## src/rtl/rst_ctrl_sonata.sv

```systemverilog
// Reset sequencer: syncs PLL lock/button, debounces button, releases rst_sys_no then rst_core_no from flops.
// Define RST_CTRL_CAUSE_EN to build the sticky reset_cause_o logic; otherwise it reads 3'b000.
module rst_ctrl_sonata #(
  parameter int unsigned SyncStages      = 2,
  parameter int unsigned DebounceCycles  = 4096,
  parameter int unsigned StretchCycles   = 16,
  parameter int unsigned CoreDelayCycles = 8
) (
  input  logic       clk_sys_i,
  input  logic       rst_sys_ni,
  input  logic       pll_locked_i,
  input  logic       ext_rst_ni,
  input  logic       ndm_reset_req_i,
  input  logic       cause_clr_i,
  output logic       rst_sys_no,
  output logic       rst_core_no,
  output logic [2:0] reset_cause_o
);

  localparam int unsigned MaxCnt = (StretchCycles > CoreDelayCycles) ? StretchCycles : CoreDelayCycles;
  localparam int unsigned CntW   = $clog2(MaxCnt + 1);
  localparam int unsigned DbW    = $clog2(DebounceCycles + 1);

  localparam logic [CntW-1:0] StretchLast = CntW'(StretchCycles - 1);
  localparam logic [CntW-1:0] CoreLast    = CntW'(CoreDelayCycles - 1);
  localparam logic [CntW-1:0] CntMax      = CntW'(MaxCnt);
  localparam logic [DbW-1:0]  DbLast      = DbW'(DebounceCycles - 1);

  typedef enum logic [1:0] {
    Hold,
    Stretch,
    SysUp,
    Run
  } state_e;

  logic [SyncStages-1:0] lock_sync_q;
  logic [SyncStages-1:0] btn_sync_q;
  logic                  locked_sync;
  logic                  btn_sync;

  logic                  btn_db_q, btn_db_d;
  logic [DbW-1:0]        db_cnt_q, db_cnt_d;

  state_e                state_q, state_d;
  logic [CntW-1:0]       cnt_q, cnt_d, cnt_inc;
  logic                  rst_sys_q, rst_sys_d;
  logic                  rst_core_q, rst_core_d;
  logic                  request;

  // Lock synchroniser idles "unlocked", button synchroniser idles "released".
  always_ff @(posedge clk_sys_i or negedge rst_sys_ni) begin
    if (!rst_sys_ni) begin
      lock_sync_q <= '0;
      btn_sync_q  <= '1;
    end else begin
      lock_sync_q <= {lock_sync_q[SyncStages-2:0], pll_locked_i};
      btn_sync_q  <= {btn_sync_q[SyncStages-2:0], ext_rst_ni};
    end
  end

  assign locked_sync = lock_sync_q[SyncStages-1];
  assign btn_sync    = btn_sync_q[SyncStages-1];

  always_comb begin
    btn_db_d = btn_db_q;
    db_cnt_d = '0;
    if (btn_sync != btn_db_q) begin
      if (db_cnt_q >= DbLast) begin
        btn_db_d = ~btn_db_q;
      end else begin
        db_cnt_d = db_cnt_q + 1'b1;
      end
    end
  end

  assign request = ~locked_sync | ~btn_db_q | ndm_reset_req_i;
  assign cnt_inc = (cnt_q == CntMax) ? cnt_q : cnt_q + 1'b1;

  // Request is checked first in every state so it always beats counter expiry.
  always_comb begin
    state_d    = state_q;
    cnt_d      = cnt_q;
    rst_sys_d  = 1'b0;
    rst_core_d = 1'b0;
    case (state_q)
      Hold: begin
        cnt_d = '0;
        if (!request) begin
          state_d = Stretch;
        end
      end
      Stretch: begin
        if (request) begin
          state_d = Hold;
          cnt_d   = '0;
        end else if (cnt_q == StretchLast) begin
          state_d   = SysUp;
          cnt_d     = '0;
          rst_sys_d = 1'b1;
        end else begin
          cnt_d = cnt_inc;
        end
      end
      SysUp: begin
        if (request) begin
          state_d = Hold;
          cnt_d   = '0;
        end else if (cnt_q == CoreLast) begin
          state_d    = Run;
          cnt_d      = '0;
          rst_sys_d  = 1'b1;
          rst_core_d = 1'b1;
        end else begin
          cnt_d     = cnt_inc;
          rst_sys_d = 1'b1;
        end
      end
      Run: begin
        if (request) begin
          state_d = Hold;
          cnt_d   = '0;
        end else begin
          rst_sys_d  = 1'b1;
          rst_core_d = 1'b1;
        end
      end
      default: begin
        state_d = Hold;
        cnt_d   = '0;
      end
    endcase
  end

  always_ff @(posedge clk_sys_i or negedge rst_sys_ni) begin
    if (!rst_sys_ni) begin
      btn_db_q   <= 1'b1;
      db_cnt_q   <= '0;
      state_q    <= Hold;
      cnt_q      <= '0;
      rst_sys_q  <= 1'b0;
      rst_core_q <= 1'b0;
    end else begin
      btn_db_q   <= btn_db_d;
      db_cnt_q   <= db_cnt_d;
      state_q    <= state_d;
      cnt_q      <= cnt_d;
      rst_sys_q  <= rst_sys_d;
      rst_core_q <= rst_core_d;
    end
  end

  assign rst_sys_no  = rst_sys_q;
  assign rst_core_no = rst_core_q;

`ifdef RST_CTRL_CAUSE_EN
  logic [2:0] src;
  logic [2:0] src_q;
  logic [2:0] cause_q, cause_d;

  // Bit order {ndm, button, lock_loss}; src_q starts matching the reset value of each source.
  assign src     = {ndm_reset_req_i, ~btn_db_q, ~locked_sync};
  assign cause_d = (cause_clr_i ? 3'b000 : cause_q) | (src & ~src_q);

  always_ff @(posedge clk_sys_i or negedge rst_sys_ni) begin
    if (!rst_sys_ni) begin
      src_q   <= 3'b001;
      cause_q <= 3'b000;
    end else begin
      src_q   <= src;
      cause_q <= cause_d;
    end
  end

  assign reset_cause_o = cause_q;
`else
  logic unused_cause_clr;
  assign unused_cause_clr = cause_clr_i;
  assign reset_cause_o    = 3'b000;
`endif

endmodule
```

## config.mk

```make
export PLATFORM = sky130hd
export DESIGN_NAME = rst_ctrl_sonata
export DESIGN_NICKNAME = d
export VERILOG_FILES = /design/src/rtl/rst_ctrl_sonata.sv
export SDC_FILE = /design/constraint.sdc
export NUM_CORES = 1
export LEC_CHECK = 0
export ABC_AREA = 1
export BUFFER_PORTS_ARGS = -buffer_cell sky130_fd_sc_hd__buf_2
export CAP_MARGIN = 20
export CORE_ASPECT_RATIO = 1.5
export CORE_MARGIN = 2
export CORE_UTILIZATION = 58
export DETAILED_ROUTE_END_ITERATION = 16
export PLACE_DENSITY_LB_ADDON = 0.08
export SETUP_SLACK_MARGIN = 0.15
export SLEW_MARGIN = 20
export SYNTH_ARGS = -nofsm -noshare
export SYNTH_HDL_FRONTEND = slang
export SYNTH_SLANG_ARGS = --single-unit
```

## constraint.sdc

```tcl
create_clock -name clk_sys_i -period 1.8 [get_ports clk_sys_i]
set_input_delay 0.27 -clock clk_sys_i [delete_from_list [all_inputs] [get_ports clk_sys_i]]
set_output_delay 0.27 -clock clk_sys_i [all_outputs]
set_load 0.005 [all_outputs]
```

==> results.txt, run 1 <==
- The flow ran to the end, and the final reports show no timing, DRC or antenna violations.
* Routed via count divided by cell count: 5.14
- Distinct cell type count after synthesis: 26
- Setup skew after layout: 0.00367 ns
- Hold slack final: 0.0352 ns
- For the final routed database, the setup TNS stands at 0 ns.
- Starting density of the core: 0.607
- Worst IR Drop VDD: 0.469 mV
- The first routing iteration left 13 violations.
- Area of the die: 0.00296 mm²
- Number of antenna violations at the first check in global routing: 0
- The tree is rooted in a clkbuf_4.
- Of all nets on the critical path, the largest fanout is 5.
- I/O pin count: 11
- Antenna diode instance count: 0
* Final Setup Violations: 0
- Once routing completed, OpenROAD measured the worst setup slack at 0.277 ns.
* Share of post-route cells with drive strength above 1: 0.167
* DR vias: 1049
* Number of pins exceeding their max-slew limit in the final report: 0
* Cell area after technology mapping: 0.00147 mm²
- Data on the critical path arrives at its endpoint at 1.78 ns.
* Clock insertion delay at the later pin of the skew report: 0.32 ns
* Time the final worst path needs with I/O delays and setup: 1.52 ns
- Commonest non-fill, non-tap cell in the layout: nand2_1
- Post-Route Utilization: 0.649
- Number of clock sinks: 27
- Cells after Synth: 170
- Horizontal die dimension: 45.1 µm
- The worst setup path is launched from a flip-flop.
- Detail-routed net length per standard cell: 11.8 µm
* Fraction of post-synthesis cell area in the top cell type by area: 0.408
- The worst pin sits at a relative slew slack of 0.602.
- Minimum setup slack after placement: 0.109 ns
- Entering global routing, the biggest net connects 28 pins.
* Area of the core: 0.00242 mm²
* Global routing usage summed across all routing layers: 0.184
- Unrepaired setup endpoints after global routing: no
* First-pass DRT Iterations: 4
- Leakage Power: 0.733 nW
- Synthesized area per cell: 8.66 µm²
- Yosys printed 0 warnings.
- From synthesis to final layout, the design area changed by 6.89%.
* Die boundary height: 65.7 µm
- Via count of the first global-routing pass: 1043
- The clock passes through at most 2 buffers.
- Nature of the critical path endpoint: flip-flop
* Total congestion overflow after global routing: 0
* Site row count: 22
- First-pass GRT wire length: 4.02 mm
* Top library cells by usage in the layout, fill and taps aside: 40 x nand2_1, 24 x dfrtp_1, 20 x inv_1
- Across the run, the number of max-cap violations was 0.
- Weighted congestion reported at the end of routability-driven placement: 0.860
* Data required time of the worst path: 2.05 ns
- In this run the power density over the cells is 708 mW/mm².
- Total wire length: 2.40 mm
- Buffers placed on the I/O ports in this run total 6.
- CTS H-tree lvls: 1
- Final hold violation count: 0
* Residual antenna-violating net count after detailed routing: 0
- The synthesized design spends more area on one cell type than any other, namely dfrtp_1.
- After clock tree synthesis, the clock-pin slew on the worst setup and hold paths is 0.14 ns.
- Hold WC Path Type: in2reg
* Number of register bits inferred by synthesis: 27
* Num CTS Buffers: 3
- Tot Pwr: 1.11 mW
- Leading cell types by total area after synthesis: dfrtp_1 41%, nand2_1 11%, ha_1 7.7%, dfstp_2 5.4%, inv_1 5.1%
* Final period util: 0.846
* Highest achievable clock rate: 657 MHz
* Slew at the pin with the worst max-slew slack: 0.597 ns
* Half-perimeter wire length of the detailed placement result: 1.76 mm
* TritonCTS clock tree: built
- Post-detailed-route DRC marker count: 0
- Seq/Total Area, Yosys: 0.462
- Net count, final: 196
- The critical path is of the reg2reg type.
-- registers in the layout (all words and copies together), names as in the netlist --
name,count
lock_sync_q,2
rst_core_no,1
state_q,2
cnt_q,5
btn_sync_q,2
rst_sys_no,1
btn_db_q,1
db_cnt_q,13
-- path summary, 6_finish.rpt --
check,endpoint,slack (ns),cells past startpoint,from
worst max-delay path,cnt_q[1],0.28,8,cnt_q[1]
worst min-delay path,btn_sync_q[0],0.04,1,ext_rst_ni
worst max register to register,cnt_q[1],0.28,8,cnt_q[1]
worst min register to register,lock_sync_q[1],0.36,0,lock_sync_q[0]
max in group asynchronous,cnt_q[4],0.95,2,rst_sys_ni
min in group asynchronous,db_cnt_q[11],0.47,2,rst_sys_ni
-- timing repair --
action | in CTS | in global routing
pin swaps | 0 | 1
setup endpoints to repair | 5 | 19
hold buffers | 1 | 0
resized for setup | 1 | 6
hold endpoints to repair | 24 | 0
buffers inserted | 1 | 0
-- area by class of cell --
cell class              count  area (µm²)
fillers                   207         850
multi-input cells         121         714
flip-flops and latches     27         679
inverters                  20        75.1
repair buffers              8        47.5
well taps                  24        30.0
clock buffers               4        26.3
-- report_power, final --
group	internal [mW]	total (mW)	switching [mW]	leakage, nW
clock network	0.0866	0.260	0.174	0.0150
logic	0.0747	0.194	0.119	0.361
registers	0.637	0.660	0.0229	0.357
-- worst max-delay path, stage by stage, from the launching register on --
cell	delay (ns)
dfrtp_1	0.42
ha_2	0.20
nand2_2	0.08
nor2_1	0.05
ha_1	0.20
nand3b_1	0.19
nand2_2	0.11
nand2_4	0.07
a21oi_1	0.13
-- cell families (layout without fill, tap and decap cells) --
group / Yosys count / after routing / share of synthesized area
buf+inv: 25 / 32 / 0.0791
simple gates: 88 / 88 / 0.286
other cells: 1 / 4 / 0.00255
compound gates: 10 / 10 / 0.0349
xor+xnor: 10 / 10 / 0.0595
flops: 27 / 27 / 0.462
fa+ha+maj: 9 / 9 / 0.0765
-- synthesized netlist by cell type, drive strengths merged --
library cell   n
ha             9
nor3           2
nand2         45
o21ai          6
xnor2          3
xor2           7
nor2          20
nand4          5
nand3b         2
dfrtp         24
buf            5
a31oi          1
inv           20
a21oi          3
or2            1
conb           1
dfstp          3
nand3         13
-- per-stage QoR --
step / instances / cell area, µm²
final: 204 / 1570
after global routing: 204 / 1570
after CTS: 204 / 1550
after detailed placement: 198 / 1500
after global placement: 198 / 1500
after floorplan: 173 / 1480
-- layer usage --
metal / track usage / up-vias / wire length [µm]
li1: - / 543 / -
met1: 0.196 / 495 / 1070
met2: 0.338 / 9 / 1280
met3: 0.0220 / 2 / 37
met4: 0.0882 / 0 / 23
met5: 0 / - / 0
(Power assumes the default switching activity.)
==> inputs of run 2 (changes only) <==
--- a/config.mk
+++ b/config.mk
@@ -10,7 +10,7 @@
 export CAP_MARGIN = 20
 export CORE_ASPECT_RATIO = 1.5
 export CORE_MARGIN = 2
-export CORE_UTILIZATION = 58
+export CORE_UTILIZATION = 53
 export DETAILED_ROUTE_END_ITERATION = 16
 export PLACE_DENSITY_LB_ADDON = 0.08
 export SETUP_SLACK_MARGIN = 0.15
==> constraint.sdc (replaced) <==
create_clock -name clk_sys_i -period 1.32 [get_ports clk_sys_i]
set_input_delay 0.198 -clock clk_sys_i [delete_from_list [all_inputs] [get_ports clk_sys_i]]
set_output_delay 0.198 -clock clk_sys_i [all_outputs]
set_load 0.005 [all_outputs]
==> results.txt, run 2 (synthesized netlist as in run 1, its figures left out) <==
* Final Setup Violations: 7 (was 0)
- Num CTS Buffers: 3 (unchanged)
* Die boundary height: 68.5 µm (was 65.7 µm)
- The detailed-route vias per instance was 5.06 (was 5.14).
- Registers with the most flip-flops: db_cnt_q: 13 flops, cnt_q: 5 flops (unchanged).
- I/O pin count: 11 (unchanged)
* Half-perimeter wire length of the detailed placement result: 2.21 mm (was 1.76 mm)
* Tot Pwr: 1.82 mW (was 1.11 mW)
- The global-route wire length before repair was 5.37 mm (was 4.02 mm).
- Horizontal die dimension: 47.0 µm (was 45.1 µm)
- The aggregate routed wire length came to 3.32 mm (was 2.40 mm).
* Port-buffer cells: 6 (unchanged)
* Clock insertion delay at the later pin of the skew report: 0.27 ns (was 0.32 ns)
- The final reports fail on setup timing.
* Number of antenna violations at the first check in global routing: 0 (unchanged)
- The remaining global-route overflow was 0 (unchanged).
* Commonest non-fill, non-tap cell in the layout: nand2_1 (unchanged)
* TritonCTS clock tree: built (unchanged)
- Internal power: 1.30 mW (was 0.798 mW)
- The headroom to the max-slew limit is 0.604 (was 0.602).
* Area of the core: 0.00265 mm² (was 0.00242 mm²)
- Reg with most FFs: db_cnt_q (unchanged)
- Number of cells on the worst hold path: 1 (unchanged)
* Post-Route Utilization: 0.763 (was 0.649)
- Antenna diode instance count: 0 (unchanged)
* Data required time of the worst path: 1.52 ns (was 2.05 ns)
* Setup skew after layout: 0.00263 ns (was 0.00367 ns)
- First-pass DRT Iterations: 4 (unchanged)
* DR vias: 1245 (was 1049)
- Outcome: finished, violations left (was finished clean).
- Unrepaired setup endpoints after global routing: yes (was no)
- Worst IR Drop VDD: 0.692 mV (was 0.469 mV)
- The row count came to 23 (was 22).
- The area growth from synthesis to layout came to 37.2% (was 6.89%).
- Clock network fraction of total power: 0.253 (was 0.234)
- Reg2Reg Setup Slack: -0.17 ns (was 0.28 ns)
- The final net count was 225 (was 196).
- The setup slack of the critical path after layout was -0.165 ns (was 0.277 ns).
- Starting density of the core: 0.556 (was 0.607)
- Final period util: 1.13 (was 0.846)
* Detailed Route Iter0 Violations: 30 (was 13)
* Via count of the first global-routing pass: 1273 (was 1043)
- The count of fill cells added during filler insertion came to 203 (was 207).
- Part of the total power dissipated in sequential elements: 0.495 (was 0.593)
- The storage element area was 679 µm² (unchanged).
- The number of flip-flops under the largest register name was 13 (unchanged).
- The maximum number of pins on one net before global-route repair came to 28 (unchanged).
* Post-detailed-route DRC marker count: 0 (unchanged)
- The number of clock sinks is 27 (unchanged).
* Detail-routed net length per standard cell: 13.5 µm (was 11.8 µm)
* Residual antenna-violating net count after detailed routing: 0 (unchanged)
- Top library cells by usage in the layout, fill and taps aside: 36 x nand2_1, 24 x dfrtp_1, 24 x buf_4 (was 40 x nand2_1, 24 x dfrtp_1, 20 x inv_1).
- CTS H-tree lvls: 1 (unchanged)
- The highest net fanout along the worst path is 5 (unchanged).
- The highest clock rate was 673 MHz (was 657 MHz).
- Slew at the pin with the worst max-slew slack: 0.593 ns (was 0.597 ns)
- The total global-route track usage came to 0.239 (was 0.184).
- The max capacitance violation total came to 0 (unchanged).
* Pwr per Cell Area: 900 mW/mm² (was 708 mW/mm²)
* Proportion of power drawn by combinational gates: 0.252 (was 0.174)
* Hold WC Path Type: in2reg (unchanged)
* Clock-pin slew of the registers on the worst-case setup and hold paths: 0.09 ns (was 0.14 ns)
- The switching component of the power is 0.519 mW (was 0.315 mW).
- Worst setup SP type: flip-flop (unchanged)
- The area of the die came to 0.00322 mm² (was 0.00296 mm²).
- Share of post-route cells with drive strength above 1: 0.421 (was 0.167)
* Time the final worst path needs with I/O delays and setup: 1.49 ns (was 1.52 ns)
* Number of pins exceeding their max-slew limit in the final report: 0 (unchanged)
* Combined area of the multi-input logic cells: 892 µm² (was 714 µm²)
- The kind of critical path was reg2reg (unchanged).
- The number of hold violations in the final report is 0 (unchanged).
- The placer congestion estimate was 0.879 (was 0.860).
- The worst endpoint data arrival time is 1.68 ns (was 1.78 ns).
* Setup tns final: -1.11 ns (was 0 ns)
- Master cell of the clock root buffer: clkbuf_8 (was clkbuf_4)
- Nature of the critical path endpoint: flip-flop (unchanged)
- Cell depth of the worst flop-to-flop path: 8 (unchanged)
* Minimum setup slack after placement: -0.146 ns (was 0.109 ns)
- Switch share: 0.285 (was 0.283)
- Leakage Power: 0.932 nW (was 0.733 nW)
- The largest buffer count on any clock path came to 2 (unchanged).
## run 2: changes by cell type in the layout (fill, tap and decap cells not counted), sizes merged
cell,previous run,this run
buf,7,35
nand4,5,6
## run 2: worst paths after layout
kind                                from             to
setup / recovery                cnt_q[0]       cnt_q[1]
hold / removal                ext_rst_ni  btn_sync_q[0]
setup reg to reg                cnt_q[0]       cnt_q[1]
hold reg to reg            btn_sync_q[0]  btn_sync_q[1]
max in group asynchronous     rst_sys_ni   db_cnt_q[11]
min in group asynchronous     rst_sys_ni    db_cnt_q[9]
## run 2: final cells by class
cell class | instances | area share
Clock buffer | 4 | 0.0223
Inverter | 20 | 0.0397
Multi-Input combinational cell | 122 | 0.442
Sequential cell | 27 | 0.336
Tap cell | 37 | 0.0229
Timing Repair Buffer | 36 | 0.137
## run 2: routing by layer
layer	part of all wire	vias up	track usage
li1	-	610	-
met1	0.35	615	0.214
met2	0.61	12	0.486
met3	0.013	8	0.0339
met4	0.026	0	0.101
met5	0	-	0
## run 2: what timing repair did
| item | CTS | global route |
|---|---|---|
| gates cloned | 1 | 0 |
| setup endpoints to repair | 22 | 22 |
| hold endpoints to repair | 24 | 0 |
| pin swaps | 7 | 5 |
| hold buffers | 1 | 0 |
| setup buffers | 4 | 1 |
| gates resized for setup | 31 | 21 |
## run 2: critical path: stages, from the launching register on
cell	delay, ns
dfrtp_1	0.41
ha_2	0.20
nand2_2	0.08
nor2_1	0.05
ha_2	0.16
nand3b_1	0.19
nand2_2	0.12
nand2_4	0.08
a21oi_1	0.13
## run 2: through the flow
stage | hold slack, ns | cell area, µm² | std cells
3_5_place_dp | 0.242 | 1710 | 235
4_1_cts | 0.0176 | 1950 | 245
5_1_grt | 0.0103 | 2020 | 246
3_3_place_gp | 0.228 | 1710 | 235
6_report | 0.0224 | 2020 | 246
2_1_floorplan | -0.0976 | 1500 | 173
## run 2: power by group through the flow
stage / clock network, mW / registers (mW) / logic (mW)
after floorplan: 0 / 0.911 / 0.194
after global placement: 0 / 0.904 / 0.350
after detailed placement: 0 / 0.906 / 0.369
after CTS: 0.474 / 0.898 / 0.427
after global routing: 0.507 / 0.904 / 0.501
final: 0.460 / 0.899 / 0.458
